## src/rtl/buzzer_pkg.sv

```systemverilog
// Shared definitions for the buzzer scheduler: FSM states, grant codes and
// counter widths.
package buzzer_pkg;

    localparam int SEC_W = 8;
    localparam int SNZ_W = 10;

    typedef enum logic [2:0] {
        ST_IDLE   = 3'd0,
        ST_CHIME  = 3'd1,
        ST_ALARM  = 3'd2,
        ST_CD     = 3'd3,
        ST_SNOOZE = 3'd4
    } state_e;

    localparam logic [1:0] SRC_NONE  = 2'd0;
    localparam logic [1:0] SRC_CHIME = 2'd1;
    localparam logic [1:0] SRC_ALARM = 2'd2;
    localparam logic [1:0] SRC_CD    = 2'd3;

    // Source code presented on GRANT for a given state; SNOOZE is silent.
    function automatic logic [1:0] grant_of(input state_e s);
        logic [1:0] g;
        g = SRC_NONE;
        case (s)
            ST_CHIME: g = SRC_CHIME;
            ST_ALARM: g = SRC_ALARM;
            ST_CD:    g = SRC_CD;
            default:  g = SRC_NONE;
        endcase
        return g;
    endfunction

endpackage

```

## src/rtl/buzzer_scheduler_btn_sync_edge.sv

```systemverilog
// Button conditioner: STAGES-flop synchronizer followed by a registered
// rising-edge detector. The event is a single-cycle pulse, STAGES+1 cycles
// after the raw input rises.
module btn_sync_edge #(
    parameter int STAGES = 2
) (
    input  logic clk_i,
    input  logic rst_ni,
    input  logic btn_i,
    output logic evt_o
);

    logic [STAGES-1:0] sync_q;
    logic              prev_q;
    logic              evt_q;

    // Synchronize the raw button, then register a pulse on its rising edge.
    always_ff @(posedge clk_i or negedge rst_ni) begin
        if (!rst_ni) begin
            sync_q <= '0;
            prev_q <= 1'b0;
            evt_q  <= 1'b0;
        end else begin
            sync_q <= {sync_q[STAGES-2:0], btn_i};
            prev_q <= sync_q[STAGES-1];
            evt_q  <= sync_q[STAGES-1] & ~prev_q;
        end
    end

    assign evt_o = evt_q;

endmodule

```

## src/rtl/buzzer_scheduler.sv

```systemverilog
// Single owner of the buzzer: arbitrates chime, alarm and countdown requests,
// handles stop / snooze / auto-silence, and acknowledges serviced sources.
module buzzer_scheduler
    import buzzer_pkg::*;
#(
    parameter int TIMEOUT_S   = 60,
    parameter int SNOOZE_S    = 300,
    parameter int SYNC_STAGES = 2
) (
    input  logic       CP,
    input  logic       CR,
    input  logic       TICK,
    input  logic       CHIME_REQ,
    input  logic       ALARM_REQ,
    input  logic       CD_REQ,
    input  logic       CHIME_TONE,
    input  logic       RING_TONE,
    input  logic       CS,
    input  logic       SNZ,
    output logic       AUDIO,
    output logic [1:0] GRANT,
    output logic       ACK_ALARM,
    output logic       ACK_CD,
    output logic       SNOOZING
);

    localparam logic [SEC_W-1:0] TIMEOUT_C = TIMEOUT_S[SEC_W-1:0];
    localparam logic [SNZ_W-1:0] SNOOZE_C  = SNOOZE_S[SNZ_W-1:0];

    state_e            state_q, state_d;
    logic [1:0]        grant_q;
    logic              audio_q, audio_d;
    logic              ack_alarm_q, ack_alarm_d;
    logic              ack_cd_q, ack_cd_d;
    logic              snoozing_q;
    logic [SEC_W-1:0]  sec_q, sec_d;
    logic [SNZ_W-1:0]  snz_q, snz_d;
    logic              alarm_lock_q, cd_lock_q, chime_mute_q;
    logic              alarm_set, cd_set, chime_set;
    logic              cs_evt, snz_evt;
    logic              alarm_v, cd_v, chime_v;

    btn_sync_edge #(.STAGES(SYNC_STAGES)) u_cs_sync (
        .clk_i (CP),
        .rst_ni(CR),
        .btn_i (CS),
        .evt_o (cs_evt)
    );

    btn_sync_edge #(.STAGES(SYNC_STAGES)) u_snz_sync (
        .clk_i (CP),
        .rst_ni(CR),
        .btn_i (SNZ),
        .evt_o (snz_evt)
    );

    assign alarm_v = ALARM_REQ & ~alarm_lock_q;
    assign cd_v    = CD_REQ    & ~cd_lock_q;
    assign chime_v = CHIME_REQ & ~chime_mute_q;

    // Next-state, counter and acknowledge logic; CS is tested first so it
    // overrides snooze, tick and timeout in the same cycle.
    always_comb begin
        state_d     = state_q;
        sec_d       = sec_q;
        snz_d       = snz_q;
        ack_alarm_d = 1'b0;
        ack_cd_d    = 1'b0;
        alarm_set   = 1'b0;
        cd_set      = 1'b0;
        chime_set   = 1'b0;
        case (state_q)
            ST_IDLE: begin
                if (cd_v)         state_d = ST_CD;
                else if (alarm_v) state_d = ST_ALARM;
                else if (chime_v) state_d = ST_CHIME;
            end
            ST_CHIME: begin
                if (cs_evt) begin
                    chime_set = 1'b1;
                    state_d   = ST_IDLE;
                end
                else if (cd_v)       state_d = ST_CD;
                else if (alarm_v)    state_d = ST_ALARM;
                else if (!CHIME_REQ) state_d = ST_IDLE;
            end
            ST_SNOOZE: begin
                if (cs_evt) begin
                    snz_d   = '0;
                    state_d = ST_IDLE;
                end else if (cd_v) begin
                    state_d = ST_CD;          // snz_cnt held while CD rings
                end else if (alarm_v) begin
                    snz_d   = '0;
                    state_d = ST_ALARM;
                end else if (snz_q == '0) begin
                    state_d = ST_ALARM;
                end else if (TICK) begin
                    if (snz_q == SNZ_W'(1)) begin
                        snz_d   = '0;
                        state_d = ST_ALARM;   // self-triggered re-ring
                    end else begin
                        snz_d = snz_q - SNZ_W'(1);
                    end
                end
            end
            ST_ALARM: begin
                if (cs_evt) begin
                    ack_alarm_d = 1'b1;
                    alarm_set   = 1'b1;
                    state_d     = ST_IDLE;
                end else if (cd_v) begin
                    state_d = ST_CD;          // preempted: no acknowledge
                end else if (snz_evt) begin
                    ack_alarm_d = 1'b1;
                    alarm_set   = 1'b1;
                    snz_d       = SNOOZE_C;
                    state_d     = ST_SNOOZE;
                end else if (sec_q >= TIMEOUT_C) begin
                    ack_alarm_d = 1'b1;
                    alarm_set   = 1'b1;
                    state_d     = ST_IDLE;
                end else if (TICK && sec_q != '1) begin
                    sec_d = sec_q + SEC_W'(1);
                end
            end
            ST_CD: begin
                if (cs_evt || sec_q >= TIMEOUT_C) begin
                    ack_cd_d = 1'b1;
                    cd_set   = 1'b1;
                    state_d  = (snz_q != '0) ? ST_SNOOZE : ST_IDLE;
                end else if (TICK && sec_q != '1) begin
                    sec_d = sec_q + SEC_W'(1);
                end
            end
            default: state_d = ST_IDLE;
        endcase
        if (state_d != state_q && (state_d == ST_ALARM || state_d == ST_CD))
            sec_d = '0;
    end

    // Tone gating uses the state currently held, so AUDIO trails GRANT by one.
    always_comb begin
        audio_d = 1'b0;
        case (state_q)
            ST_CHIME:       audio_d = CHIME_TONE;
            ST_ALARM, ST_CD: audio_d = RING_TONE;
            default:        audio_d = 1'b0;
        endcase
    end

    // State, outputs, counters and lockout flags; reset silences immediately.
    always_ff @(posedge CP or negedge CR) begin
        if (!CR) begin
            state_q      <= ST_IDLE;
            grant_q      <= SRC_NONE;
            audio_q      <= 1'b0;
            ack_alarm_q  <= 1'b0;
            ack_cd_q     <= 1'b0;
            snoozing_q   <= 1'b0;
            sec_q        <= '0;
            snz_q        <= '0;
            alarm_lock_q <= 1'b0;
            cd_lock_q    <= 1'b0;
            chime_mute_q <= 1'b0;
        end else begin
            state_q      <= state_d;
            grant_q      <= grant_of(state_d);
            audio_q      <= audio_d;
            ack_alarm_q  <= ack_alarm_d;
            ack_cd_q     <= ack_cd_d;
            snoozing_q   <= (snz_d != '0);
            sec_q        <= sec_d;
            snz_q        <= snz_d;
            alarm_lock_q <= alarm_set | (alarm_lock_q & ALARM_REQ);
            cd_lock_q    <= cd_set    | (cd_lock_q    & CD_REQ);
            chime_mute_q <= chime_set | (chime_mute_q & CHIME_REQ);
        end
    end

    assign AUDIO     = audio_q;
    assign GRANT     = grant_q;
    assign ACK_ALARM = ack_alarm_q;
    assign ACK_CD    = ack_cd_q;
    assign SNOOZING  = snoozing_q;

endmodule

```

## config.mk

```make
export PLATFORM = sky130hd
export DESIGN_NAME = buzzer_scheduler
export DESIGN_NICKNAME = d
export VERILOG_FILES = /design/src/rtl/buzzer_pkg.sv /design/src/rtl/buzzer_scheduler_btn_sync_edge.sv /design/src/rtl/buzzer_scheduler.sv
export SDC_FILE = /design/constraint.sdc
export NUM_CORES = 1
export LEC_CHECK = 0
export ABC_AREA = 1
export CORE_MARGIN = 3
export CORE_UTILIZATION = 50
export CTS_CLUSTER_SIZE = 40
export DETAILED_ROUTE_END_ITERATION = 8
export PLACE_DENSITY = 0.68
export SYNTH_ARGS = -nofsm -noshare
export SYNTH_HDL_FRONTEND = slang
export SYNTH_HIERARCHICAL = 1
export SYNTH_SLANG_ARGS = --single-unit
export TNS_END_PERCENT = 1
```

## constraint.sdc

```tcl
create_clock -name CP -period 4.7 [get_ports CP]
set_input_delay 0.705 -clock CP [delete_from_list [all_inputs] [get_ports CP]]
set_output_delay 0.705 -clock CP [all_outputs]
set_load 0.05 [all_outputs]
```

Word-level counts from Yosys, hierarchy flattened
Cells that the tools add are included.
- bits in registers: 38
- output and inout bits: 6
- logic and storage cells: 111
- input bits: 10
- $lt $le $gt $ge: 1
- bitwise logic cells: 16
- $add $sub $neg: 2
- reduce and logical (&&, ||, !) cells: 11
- mux-type cells: 49
- equality and inequality tests: 15
- operators with widths (kind ; number):
    two-way mux 10 bit ; 9
    two-way mux 3 bit ; 19
    two-way mux 8 bit ; 7
    case mux 10 bit (2 select lines) ; 1
    nonzero test 10 bit ; 2
    case mux 8 bit (2 select lines) ; 1
    inequality test 3 bit (second input constant) ; 5
    case mux 3 bit (5 select lines) ; 1
    equality test 3 x 2 -> 1 bit (second input constant) ; 4
    equality test 10 x 1 -> 1 bit (second input constant) ; 1
    zero test 10 bit ; 1
    subtractor 10 x 1 -> 10 bit (second input constant) ; 1
    two-way mux 1 bit ; 9
    adder 8 x 1 -> 8 bit (second input constant) ; 1
    AND 1 bit ; 8
    greater-or-equal comparator 8 x 6 -> 1 bit (second input constant) ; 1
    inequality test 8 bit (second input constant) ; 1
    equality test 3 x 1 -> 1 bit (second input constant) ; 2
    case mux 2 bit (3 select lines) ; 1
    AND reduction 6 bit ; 1
    NOT 1 bit ; 5
    equality test 3 bit (second input constant) ; 1
    zero test 3 bit ; 1
    inequality test 3 bit ; 1
    6 further kinds ; 10

Depth between registers and ports, before layout
- depth in word-level cells: 13
- depth in mapped cells: 15
- gate-level depth less buffers: 15

Cells and area by module
Netlist, hierarchy kept.
- by module, submodules not included (module ; times used ; seq. area each (um^2) ; area an instance (um^2) ; cells each):
    buzzer_scheduler ; 1 ; 750.7 ; 2123.3 ; 317
    btn_sync_edge ; 2 ; 100.1 ; 110.1 ; 6

Worst setup path after synthesis
OpenSTA, ideal clock, no wires.
- kind: input-to-reg
- start: input CD_REQ
- end: register snoozing_q (netlist: SNOOZING)
- required time: 4.575 ns
- setup time: 0.125 ns
- arrival: 1.686 ns
- stages: 12
- path buffers: 0
- setup slack: 2.889 ns
- cells stage by stage: nand2_2 inv_2 nor2_1 o21ai_0 nand2_1 nand2_1 nand2_1 nand2_2 nor2_1 nand3_1 nor2_1 nand3_1
- cells in the longest elaborated chain, start to end: 5
- elaborated cells between the ends (all ways): 7
- classes of those cells: mux (5); bitwise (1); reduce/logical (1)
- ends and longest elaborated chain (element ; line ; source):
    start: declaration ; buzzer_scheduler.sv:15 ; input logic CD_REQ,
    AND 1 bit * ; buzzer_scheduler.sv:58 ; assign cd_v = CD_REQ & ~cd_lock_q;
    two-way mux 10 bit (on tied branches) ; buzzer_scheduler.sv:112, buzzer_scheduler.sv:91 ;
    two-way mux 10 bit (on tied branches) ; buzzer_scheduler.sv:108, buzzer_scheduler.sv:88 ;
    case mux 10 bit (2 select lines) * ; buzzer_scheduler.sv:72 ; case (state_q)
    net snz_d[0] ; buzzer_scheduler.sv:37 ; logic [SNZ_W-1:0] snz_q, snz_d;
    nonzero test 10 bit * ; buzzer_scheduler.sv:172 ; snoozing_q <= (snz_d != '0);
    end signal: assignment ; buzzer_scheduler.sv:172 ;
    end: declaration ; buzzer_scheduler.sv:35 ; logic snoozing_q;
Mark *: on every way through the listed nets, which the timed path passes. The rest lies on a longest branch.
A chain may end at the register's enable or synchronous reset.

Worst setup path in the final report
Ends and elaborated chain as after synthesis.

==> summary.md <==
| Metric | Value |
|---|---|
| CTS hold repair buffers | 0 |
| Root Driver | clkbuf_8 |
| Tcrit/Tclk final | 50.4% |
| Final core utilization | 60.4% |
| Outcome | completed |
| CTS Buf Count | 5 |
| Initial Util | 52.7% |
| Htree depth | 2 |
| Clock share of power | 23.9% |
| Final Setup Violations | 0 |
| Initial drt markers | 120 |
| Initial antenna violation count | 0 |
| Dpl hpwl | 3940 µm |
| Max VDD drop | 0.293 mV |
| DR vias/cell | 5.10 |
| WHS Endpoint | u_cs_sync/sync_q[1] |
| Routed WL | 5070 µm |
| Ports | 16 |
| Routed Antenna Nets | 0 |
| FF-to-FF Start | snz_q[8] |
| Sequential share of power | 31.6% |
| Global route overflow | 0 |
| Die ar. | 5540 µm² |
| Max Cap Violations | 0 |
| Maximum fanout along the worst path | 17 |
| First-pass GRT wire length | 8600 µm |
| DRT Pass-1 Iters | 4 |
| Reg2Reg Depth | 12 |
| Largest net degree at the start of global routing | 39 |
| Routability cong. | 0.929 |
| Switching share of power | 43.2% |
| Resize count post-CTS | 0 |
| Setup bufs post-CTS | 0 |
| Clock Tree Buf Depth | 2 |
| Area of placed instances | 2550 µm² |
| Vias | 2055 |
| Clock input transition at the sequential cells of the worst setup and hold paths | 70 ps |
| Crit path capture type | register |
| Type of the worst min-delay path | register to register |
| Yosys reg bits | 38 |
| Power Internal | 0.791 mW |
| Vias in the first global route | 1965 |
| Max frequency | 0.422 GHz |
| Chip Width | 74.5 µm |
| YS warnings | 6 |
| Number of cell rows | 24 |
| Tmin final | 2370 ps |
| Hold Slack | 356 ps |
| Die Y | 74.5 µm |
| Fillers | 411 |
| Critical path type | input pin to register |
| GRT Total Usage | 20.5% |
| Seq/Total Area, Yosys | 40.6% |
| Setup TNS | 0 ps |
| Diode count | 0 |
| Worst clock skew | 8.07 ps |
| Layout cells sized above 1 | 12.5% |
| CTS Sinks | 38 |
| Yosys top cell area share | 40.6% |
| Nets | 365 |
| Max-slew violations | 0 |
| Mapped Area | 2340 µm² |
| Worst-Margin Slew | 830 ps |
| Mapped Avg Cell Area | 7.12 µm² |
| Pwr/cell area | 519 nW/µm² |
| Routed WL per cell | 12.6 µm |
| Reg-to-reg slack, setup | 2660 ps |
| Origin of the worst setup path | CD_REQ |
| Post-Syn Instances | 329 |
| Design area | 2690 µm² |
| Critical R2R Capture | SNOOZING |
| DRC Markers | 0 |
| Cells on Worst Hold Path | 0 |
| PortBufs | 15 |
| Syn nets | 344 |
| Worst path required time | 4870 ps |
| Worst Hold Launch | u_cs_sync/sync_q[0] |
| Synth unique cells | 27 |
| Area Growth Syn to Fin | 14.6% |
| Relative slew margins | 44.7% |
| Gate power share | 44.5% |
| Leakage power | 1.45 nW |
| Final Hold Viols | 0 |
| Data arrival, critical path | 2540 ps |
| Yosys top cell by area | dfrtp_1 |
| Core ar. | 4440 µm² |
| Unrepaired setup endpoints after global routing | no |
| CTS tree | done |
| CP Launch Type | input pin |
| P_sw | 0.602 mW |
| Skew-Pair Late Insertion Delay | 290 ps |
| Synth area leaders | dfrtp_1 (41%), nand2_1 (14%), inv_1 (8.5%) |
-- synth_stat cells (all sizes together) --
library cell  instances
nand2                97
nand4                 6
xor2                  5
o21ai                14
inv                  62
nor2                 53
o21bai                2
ha                    5
or2                   1
and2                  1
nor3                  5
o32ai                 1
buf                   1
dfrtp                38
a21oi                 6
o22ai                 1
nand3                31
-- critical path, cell delays in order --
cell	delay, ps
clkdlybuf4s50_1	430
nand2_2	280
inv_2	190
nor2_1	180
o21ai_0	140
nand2_1	90
nand2_1	50
nand2_1	60
nand2_2	50
nor2_1	110
nand3_1	80
nor2_1	90
nand3_1	70
-- routing by layer --
metal | share of wire [%] | GRT usage (%) | wire, µm
met1 | 47 | 26.5 | 2390
met2 | 46 | 33.6 | 2310
met3 | 5.0 | 4.46 | 256
met4 | 2.2 | 7.91 | 114
met5 | 0 | 0 | 0
-- flip-flops by register name, indices dropped and copies added, names as in the netlist --
name	cells
ACK_ALARM	1
ACK_CD	1
AUDIO	1
GRANT	2
SNOOZING	1
alarm_lock_q	1
cd_lock_q	1
chime_mute_q	1
sec_q	8
snz_q	10
state_q	3
u_cs_sync/evt_o	1
u_cs_sync/prev_q	1
u_cs_sync/sync_q	2
u_snz_sync/evt_o	1
u_snz_sync/prev_q	1
u_snz_sync/sync_q	2
-- cell type report --
cell class | instances | area, µm² | share of cell area, %
multi-input combinational | 228 | 1150 | 42.8
sequential | 38 | 951 | 35.4
inverter | 62 | 238 | 8.85
timing repair buffer | 15 | 145 | 5.40
clock buffer | 5 | 68.8 | 2.56
clock inverter | 3 | 68.8 | 2.56
tap | 52 | 65.1 | 2.42
-- per-stage QoR --
stage	std cells	total power [mW]	worst slack [ps]
final	403	1.39	2330
after global routing	403	1.50	2170
after CTS	403	1.40	2340
after detailed placement	395	1.06	2020
after global placement	395	1.06	2080
after floorplan	329	0.904	2890
-- how the worst max path moves through the flow --
stage / endpoint / slack [ps] / cells past startpoint
6_report: SNOOZING / 2330 / 13
5_1_grt: SNOOZING / 2170 / 13
4_1_cts: SNOOZING / 2340 / 13
3_5_place_dp: SNOOZING / 2020 / 13
3_3_place_gp: SNOOZING / 2080 / 13
2_1_floorplan: SNOOZING / 2890 / 12
-- power by group through the flow --
stage / combinational [mW] / sequential, mW / clock, mW
floorplan: 0.412 / 0.492 / 0
global placement: 0.614 / 0.445 / 0
detailed placement: 0.616 / 0.446 / 0
CTS: 0.623 / 0.439 / 0.339
global route: 0.695 / 0.450 / 0.355
finish: 0.620 / 0.440 / 0.333
-- cells by family after synthesis --
| kind of cell | after synthesis | share of synthesized area (%) |
|---|---|---|
| buffers and inverters | 63 | 10.4 |
| flip-flops | 38 | 40.6 |
| XOR/XNOR | 5 | 1.87 |
| adder cells (fa/ha/maj) | 5 | 2.67 |
| AND/OR/NAND/NOR | 194 | 38.2 |
| AO/OA/AOI/OAI | 24 | 6.35 |
-- placed cells by master (no fill, tap or decap), drive strengths merged, types with 2 or more instances in the layout --
| cell | instances |
|---|---|
| a21oi | 6 |
| o21ai | 14 |
| nor3 | 5 |
| inv | 62 |
| bufinv | 2 |
| ha | 5 |
| xor2 | 5 |
| nand4 | 6 |
| nand3 | 31 |
| clkbuf | 5 |
| nor2 | 53 |
| clkdlybuf4s50 | 14 |
| dfrtp | 38 |
| o21bai | 2 |
| nand2 | 97 |
Note: power is estimated with default switching activity, not from simulation.
